[config.mk]
export PLATFORM = sky130hd
export DESIGN_NAME = e203_ifu_bht
export DESIGN_NICKNAME = d
export VERILOG_FILES = /design/src/rtl/e203_ifu_bht_pkg.sv /design/src/rtl/e203_ifu_bht.sv
export SDC_FILE = /design/constraint.sdc
export NUM_CORES = 2
export LEC_CHECK = 0
export CAP_MARGIN = 20
export CORE_MARGIN = 3
export CORE_UTILIZATION = 39
export DETAILED_ROUTE_END_ITERATION = 7
export PLACE_DENSITY = 0.58
export SYNTH_ARGS = -nofsm -noshare
export SYNTH_HDL_FRONTEND = slang
export SYNTH_SLANG_ARGS = --single-unit
[constraint.sdc]
create_clock -name clk -period 7 [get_ports clk]
set_input_delay 1.4 -clock clk [delete_from_list [all_inputs] [get_ports clk]]
set_output_delay 1.4 -clock clk [all_outputs]
set_load 0.05 [all_outputs]
[src/rtl/e203_ifu_bht_pkg.sv]
// ----------------------------------------------------------------------------
// e203_ifu_bht_pkg
// Shared sizing, entry layout and PC field helpers for the IFU branch history
// table. The table is indexed by the halfword PC bits so that RVC branches at
// adjacent halfwords land in different entries.
// ----------------------------------------------------------------------------
package e203_ifu_bht_pkg;

    localparam int BHT_ENTRIES = 16;
    localparam int INDEX_W     = 4;
    localparam int TAG_W       = 8;
    localparam int PC_SIZE     = 32;

    // Counter value after reset, and the weakly-taken value given to a
    // freshly allocated entry.
    localparam logic [1:0] CNT_RST   = 2'b01;
    localparam logic [1:0] CNT_ALLOC = 2'b10;

    typedef struct packed {
        logic               vld;
        logic [TAG_W-1:0]   tag;
        logic [1:0]         cnt;
        logic [PC_SIZE-1:0] target;
    } bht_entry_t;

    localparam bht_entry_t BHT_ENTRY_RST = '{
        vld:    1'b0,
        tag:    '0,
        cnt:    CNT_RST,
        target: '0
    };

    function automatic logic [INDEX_W-1:0] pc_idx(input logic [PC_SIZE-1:0] pc);
        return pc[INDEX_W:1];
    endfunction

    function automatic logic [TAG_W-1:0] pc_tag(input logic [PC_SIZE-1:0] pc);
        return pc[INDEX_W+TAG_W:INDEX_W+1];
    endfunction

endpackage

[src/rtl/e203_ifu_bht.sv]
// ----------------------------------------------------------------------------
// e203_ifu_bht
// Branch history table with target buffer for conditional branches. Serves
// the fetch PC with a same-cycle prediction and learns from committed branch
// outcomes through a one-stage update pipeline (capture, then read-modify-
// write of the indexed entry).
//
// Ports
//   clk, rst_n        core clock, asynchronous active-low reset
//   ifu_bht_req_pc    fetch PC to predict
//   bht_prdt_hit      valid entry with matching tag
//   bht_prdt_taken    hit and counter in a taken state
//   bht_prdt_target   stored target, zero on a miss
//   bht_wb_vld        a conditional branch commits this cycle
//   bht_wb_mis        that branch caused a mispredict flush
//   bht_wb_prdt       predicted direction (cross-check only)
//   bht_wb_rslv       resolved direction
//   bht_wb_pc         branch PC
//   bht_wb_takenPC    flush PC, meaningful only with bht_wb_mis
//   bht_clr           invalidate all entries (fence.i)
//   bht_mis_cnt       saturating count of committed mispredicts
// ----------------------------------------------------------------------------
module e203_ifu_bht
    import e203_ifu_bht_pkg::*;
(
    input  logic               clk,
    input  logic               rst_n,
    input  logic [PC_SIZE-1:0] ifu_bht_req_pc,
    output logic               bht_prdt_hit,
    output logic               bht_prdt_taken,
    output logic [PC_SIZE-1:0] bht_prdt_target,
    input  logic               bht_wb_vld,
    input  logic               bht_wb_mis,
    input  logic               bht_wb_prdt,
    input  logic               bht_wb_rslv,
    input  logic [PC_SIZE-1:0] bht_wb_pc,
    input  logic [PC_SIZE-1:0] bht_wb_takenPC,
    input  logic               bht_clr,
    output logic [15:0]        bht_mis_cnt
);

    function automatic logic [1:0] sat_cnt(input logic [1:0] cnt, input logic inc);
        if (inc) return (cnt == 2'b11) ? cnt : cnt + 2'd1;
        else     return (cnt == 2'b00) ? cnt : cnt - 2'd1;
    endfunction

    // ------------------------------------------------------------------
    // Update capture stage
    // ------------------------------------------------------------------
    logic               r_upd_vld;
    logic [INDEX_W-1:0] r_upd_idx;
    logic [TAG_W-1:0]   r_upd_tag;
    logic               r_upd_mis;
    logic               r_upd_rslv;
    logic [PC_SIZE-1:0] r_upd_tpc;
    logic [15:0]        r_mis_cnt;

    // NOTE: sequential state uses non-blocking assignments so every flop
    // samples pre-edge values regardless of block evaluation order.
    always_ff @(posedge clk or negedge rst_n) begin
        if (!rst_n) begin
            r_upd_vld  <= 1'b0;
            r_upd_idx  <= '0;
            r_upd_tag  <= '0;
            r_upd_mis  <= 1'b0;
            r_upd_rslv <= 1'b0;
            r_upd_tpc  <= '0;
        end else begin
            r_upd_vld <= bht_wb_vld;
            if (bht_wb_vld) begin
                r_upd_idx  <= pc_idx(bht_wb_pc);
                r_upd_tag  <= pc_tag(bht_wb_pc);
                r_upd_mis  <= bht_wb_mis;
                r_upd_rslv <= bht_wb_rslv;
                r_upd_tpc  <= bht_wb_takenPC;
            end
        end
    end

    always_ff @(posedge clk or negedge rst_n) begin
        if (!rst_n)
            r_mis_cnt <= '0;
        else if (bht_wb_vld && bht_wb_mis && (r_mis_cnt != 16'hFFFF))
            r_mis_cnt <= r_mis_cnt + 16'd1;
    end

    assign bht_mis_cnt = r_mis_cnt;

    // ------------------------------------------------------------------
    // Table storage and read-modify-write of the captured update
    // ------------------------------------------------------------------
    bht_entry_t [BHT_ENTRIES-1:0] w_table;
    bht_entry_t                   w_upd_cur;
    bht_entry_t                   w_upd_entry;
    logic                         w_upd_hit;
    logic                         w_alloc;
    logic                         w_hit_upd;
    logic                         w_upd_we;

    assign w_upd_cur = w_table[r_upd_idx];
    assign w_upd_hit = w_upd_cur.vld && (w_upd_cur.tag == r_upd_tag);
    assign w_hit_upd = r_upd_vld && w_upd_hit;
    assign w_alloc   = r_upd_vld && !w_upd_hit && r_upd_rslv && r_upd_mis;
    assign w_upd_we  = w_hit_upd || w_alloc;

    // NOTE: the entry is defaulted to its current value before any branch,
    // so every path assigns it and no latch is inferred.
    always_comb begin
        w_upd_entry = w_upd_cur;
        if (w_upd_hit) begin
            w_upd_entry.cnt = sat_cnt(w_upd_cur.cnt, r_upd_rslv);
            if (r_upd_rslv && r_upd_mis)
                w_upd_entry.target = r_upd_tpc;
        end else begin
            w_upd_entry.vld    = 1'b1;
            w_upd_entry.tag    = r_upd_tag;
            w_upd_entry.cnt    = CNT_ALLOC;
            w_upd_entry.target = r_upd_tpc;
        end
    end

    for (genvar g = 0; g < BHT_ENTRIES; g++) begin : g_entry
        bht_entry_t r_entry;

        // NOTE: the table is built from flops, not a RAM macro, so each
        // entry can be reset directly to a known state.
        always_ff @(posedge clk or negedge rst_n) begin
            if (!rst_n)
                r_entry <= BHT_ENTRY_RST;
            else if (bht_clr)
                // Invalidate only; counters keep their history. A write
                // landing in the same cycle is dropped.
                r_entry.vld <= 1'b0;
            else if (w_upd_we && (r_upd_idx == INDEX_W'(g)))
                r_entry <= w_upd_entry;
        end

        assign w_table[g] = r_entry;
    end

    // ------------------------------------------------------------------
    // Lookup, with the in-flight write forwarded so a branch that just
    // committed is predicted correctly one cycle earlier.
    // ------------------------------------------------------------------
    logic [INDEX_W-1:0] w_req_idx;
    bht_entry_t         w_lkp;
    logic               w_lkp_hit;

    assign w_req_idx = pc_idx(ifu_bht_req_pc);
    assign w_lkp     = (w_upd_we && (w_req_idx == r_upd_idx)) ? w_upd_entry : w_table[w_req_idx];
    assign w_lkp_hit = w_lkp.vld && (w_lkp.tag == pc_tag(ifu_bht_req_pc));

    assign bht_prdt_hit    = w_lkp_hit;
    assign bht_prdt_taken  = w_lkp_hit && w_lkp.cnt[1];
    assign bht_prdt_target = w_lkp_hit ? w_lkp.target : '0;

    // PC bits outside the index/tag window do not take part in the lookup.
    logic w_unused_pc;
    assign w_unused_pc = ^{ifu_bht_req_pc[0], ifu_bht_req_pc[PC_SIZE-1:INDEX_W+TAG_W+1],
                           bht_wb_pc[0], bht_wb_pc[PC_SIZE-1:INDEX_W+TAG_W+1]};

    // ------------------------------------------------------------------
    // Assertions
    // ------------------------------------------------------------------
    ap_upd_onehot: assert property (@(posedge clk) disable iff (!rst_n)
        $onehot0({w_alloc, w_hit_upd}));

    ap_prdt_no_x: assert property (@(posedge clk) disable iff (!rst_n)
        !$isunknown({bht_prdt_hit, bht_prdt_taken, bht_prdt_target}));

    ap_mis_consistent: assert property (@(posedge clk) disable iff (!rst_n)
        bht_wb_vld |-> (bht_wb_mis == (bht_wb_prdt != bht_wb_rslv)));

endmodule

==> impl_metrics.ini <==
[logic_synthesis]
synth_fp_nets = 3371
synth_commonest_cells = sky130_fd_sc_hd__dfrtp_1 (735), sky130_fd_sc_hd__nand2_1 (632), sky130_fd_sc_hd__o21ai_0 (580)
synthesis.instances = 3267
top_cells_by_area_synth = sky130_fd_sc_hd__dfrtp_1 (47%), sky130_fd_sc_hd__mux4_2 (23%), sky130_fd_sc_hd__o21ai_0 (7.4%), sky130_fd_sc_hd__nand2_1 (6.0%), sky130_fd_sc_hd__mux2_2 (3.6%)
proportion_of_synthesized_flip_flops_having_asynchronous_set_or_reset_pct = 100
netlist.area_leader.share_pct = 46.7
synth.cell_area_sq_mm = 0.0394
synth_edf_count = 0
synthDistinctLibCells = 65
avgSynthCellArea_sq_um = 12.1
synth-seq-cells = 751
netlist.top_cell.by_area = sky130_fd_sc_hd__dfrtp_1
dominantRegCellSynth = sky130_fd_sc_hd__dfrtp_1
ys_warn_count = 0
yosysSeqAreaShare_pct = 47.7
yosysMostFrequentCell = sky130_fd_sc_hd__dfrtp_1

[clock_tree]
cts-buffers-inserted = 84
clock_path_buffers = 3
clk_pin_slew_worst_paths_ns = 0.06
clock_sinks = 751
cts-htree-levels = 3
worstSkewPairLatency_ns = 0.66
cts_tree = yes
cts-root-buf = sky130_fd_sc_hd__clkbuf_16

[power]
total_power_uw = 11700
p_leak_uw = 0.0188
peak_supply_drop_uv = 153
total_power_density_per_cell_area_mw_per_mm2 = 261

[die]
die_width_um = 324
fp.dieH_um = 324
core_sq_mm = 0.0993
design.portCount = 153
die-area_sq_mm = 0.105
initial_utilization_pct = 39.7
row_count = 115

[placed_design]
pre_cts_slack_ns = 0.541
detailed_place_hpwl_um = 66000
dpl.cell_count = 4433
io_buffer_count = 111
gpl.final_weighted_congestion = 0.786

[worst_setup_path]
critical_path_maximum_fanout = 35
setup.worst_path.class = register to output port
crit_chain = mux4_2, mux4_2, xnor2_2, or2b_1, nor4_1, nand4_1, nand2_2, buf_12, or3b_2, nand4_1, buf_4, nor4_1, buf_4, buf_12
critical-path-slowest-cell = sky130_fd_sc_hd__dfrtp_4
critPathCaptureType = output port
crit_path_start_kind = register
critical_path.max_stage_delay_ns = 0.67
worstPathArrival_ns = 5.28
worst_ep_required_time_ns = 5.60

[route]
router_iterations_before_antenna_repair = 5
route.vias.total = 26900
post_drt_wl_per_cell_um = 25.1
ant_nets = 0
aggregate_routed_wire_length_um = 115000
avg_vias_per_cell = 5.86
drtIter0Drc = 2477
remaining_drc_errors = 0

[global_routing]
grt_max_degree = 149
number_of_global_route_vias_before_repair = 27300
grt_antenna_before_repair = 0
overflow = 0
global_route_wire_length_before_repair_um = 178000
grt_use_total_pct = 22.4

[sta]
setup_viol = 0
final_critical_path_required_period_ns = 6.68
fin_worst_skew_ns = 0.0406
hold_slack_ns = 0.481
timing_worst_slew_pin_value_ns = 1.11
fmaxAchievable_ghz = 0.150
timing.final.hold_violations = 0
fin_setup_tns_ns = 0
slew_viol_final = 0
layout_setup_ws_ns = 0.316
layout_worst_path_cycle_share_pct = 95.5
max_slew_margin_pct = 25.8
grt_setup_unrepaired = false

[cells_and_area]
post_route_cells_drive_above_1_share_pct = 26.8
final.fill_count = 9029
antenna_cells = 0
syn2layout_area_growth_pct = 13.9
design.final.nets = 3345
stdcell_count = 4595

[min_path]
min_path_type = register to register

[run_status]
status = finished clean

[run]
timing.max_cap.violations = 0
## registers in the layout, indices dropped and copies added, names as in the netlist
signal,flops
r_upd_mis,1
r_upd_vld,1
r_upd_tpc,32
r_upd_tag,8
bht_mis_cnt,16
r_upd_idx,4
r_upd_rslv,1
g_entry.r_entry,688
## metal layers
layer  up-vias  GRT usage, %  part of all wire, %
li1      12000             -                    -
met1     13900          30.9                   43
met2       849          36.3                   48
met3       216          3.71                  6.0
met4         0          7.23                  3.3
met5         -             0                    0
## where the power goes
part | switching [uW] | leakage (uW) | total, uW | internal (uW)
sequential | 411 | 0.0101 | 5220 | 4810
combinational | 935 | 0.00725 | 1880 | 947
clock | 1900 | 0.00142 | 4610 | 2720
## what timing repair did
item | 4_1_cts | 5_1_grt
buffers inserted | 1 | 2
pin swaps | 0 | 0
gates resized for setup | 0 | 3
hold buffers | 0 | 0
endpoints found under the setup margin | 33 | 34
## worst paths after layout
path,start,to,slack [ns],cells after the start
max in group asynchronous,rst_n,g_entry[5].r_entry[13]$_DFFE_PN0P_,4.77,2
setup reg to reg,r_upd_idx[3]$_DFFE_PN0P_,g_entry[10].r_entry[31]$_DFFE_PN0P_,2.09,13
hold reg to reg,g_entry[1].r_entry[32]$_DFFE_PN1P_,g_entry[1].r_entry[32]$_DFFE_PN1P_,0.48,2
setup / recovery,r_upd_idx[1]$_DFFE_PN0P_,bht_prdt_taken,0.32,14
min in group asynchronous,rst_n,bht_mis_cnt[9]$_DFFE_PN0P_,0.74,1
hold / removal,g_entry[1].r_entry[32]$_DFFE_PN1P_,g_entry[1].r_entry[32]$_DFFE_PN1P_,0.48,2
## final cells by class
cell class | instances | area (sq um) | area share (%)
multi-input combinational | 2171 | 19200 | 42.8
inverter | 27 | 101 | 0.226
timing repair buffer | 206 | 2270 | 5.06
tap | 1287 | 1610 | 3.59
clock buffer | 122 | 2470 | 5.49
sequential | 751 | 18800 | 41.9
clock inverter | 31 | 427 | 0.950
## placed cells by master, fill, tap and decap left out, types with 5 or more instances in the layout
cell type	n
sky130_fd_sc_hd__nand2_1	628
sky130_fd_sc_hd__nor3_1	39
sky130_fd_sc_hd__bufinv_16	7
sky130_fd_sc_hd__xnor2_1	11
sky130_fd_sc_hd__and2_1	6
sky130_fd_sc_hd__nor2_1	16
sky130_fd_sc_hd__clkbuf_8	21
sky130_fd_sc_hd__o21ai_2	35
sky130_fd_sc_hd__xor2_1	20
sky130_fd_sc_hd__dfrtp_1	731
sky130_fd_sc_hd__clkdlybuf4s50_1	71
sky130_fd_sc_hd__clkinv_2	13
sky130_fd_sc_hd__o21ai_0	580
sky130_fd_sc_hd__inv_1	25
sky130_fd_sc_hd__clkinv_8	5
sky130_fd_sc_hd__mux2i_1	64
sky130_fd_sc_hd__dfstp_2	16
sky130_fd_sc_hd__a211oi_1	5
sky130_fd_sc_hd__nand2b_1	38
sky130_fd_sc_hd__nand3_1	8
sky130_fd_sc_hd__nand3b_4	9
sky130_fd_sc_hd__nand4_1	8
sky130_fd_sc_hd__buf_12	38
sky130_fd_sc_hd__clkbuf_1	17
sky130_fd_sc_hd__a21oi_1	7
sky130_fd_sc_hd__nor2b_1	13
sky130_fd_sc_hd__mux2_2	125
sky130_fd_sc_hd__o22ai_1	40
sky130_fd_sc_hd__mux4_2	401
sky130_fd_sc_hd__mux2_1	12
sky130_fd_sc_hd__o31a_1	32
sky130_fd_sc_hd__clkbuf_16	85
sky130_fd_sc_hd__buf_4	89
sky130_fd_sc_hd__o21ai_1	9
## stage by stage
| stage | util [%] | area [sq um] |
|---|---|---|
| 2_1_floorplan | - | 39400 |
| 3_3_place_gp | 42.0 | 41700 |
| 5_1_grt | 45.2 | 44900 |
| 4_1_cts | 45.1 | 44800 |
| 6_report | 45.2 | 44900 |
| 3_5_place_dp | 42.2 | 41900 |
## worst max-delay path: cells and delay by family, from the launching register on
kind / cells / cell delay [ns]
multiplexers: 2 / 1.06
buffers and inverters: 4 / 1.01
flip-flops: 1 / 0.67
XOR/XNOR: 1 / 0.25
AND/OR/NAND/NOR: 7 / 1.61
## cells by family after synthesis
group	synth area share [%]
buffers and inverters	3.70
adders and majority gates	0.0825
and+or+nand+nor	8.98
AOI/OAI and AO/OA	10.3
muxes	28.5
xor gates and xnor gates	0.730
DFF	47.7
(Power assumes the default switching activity.)
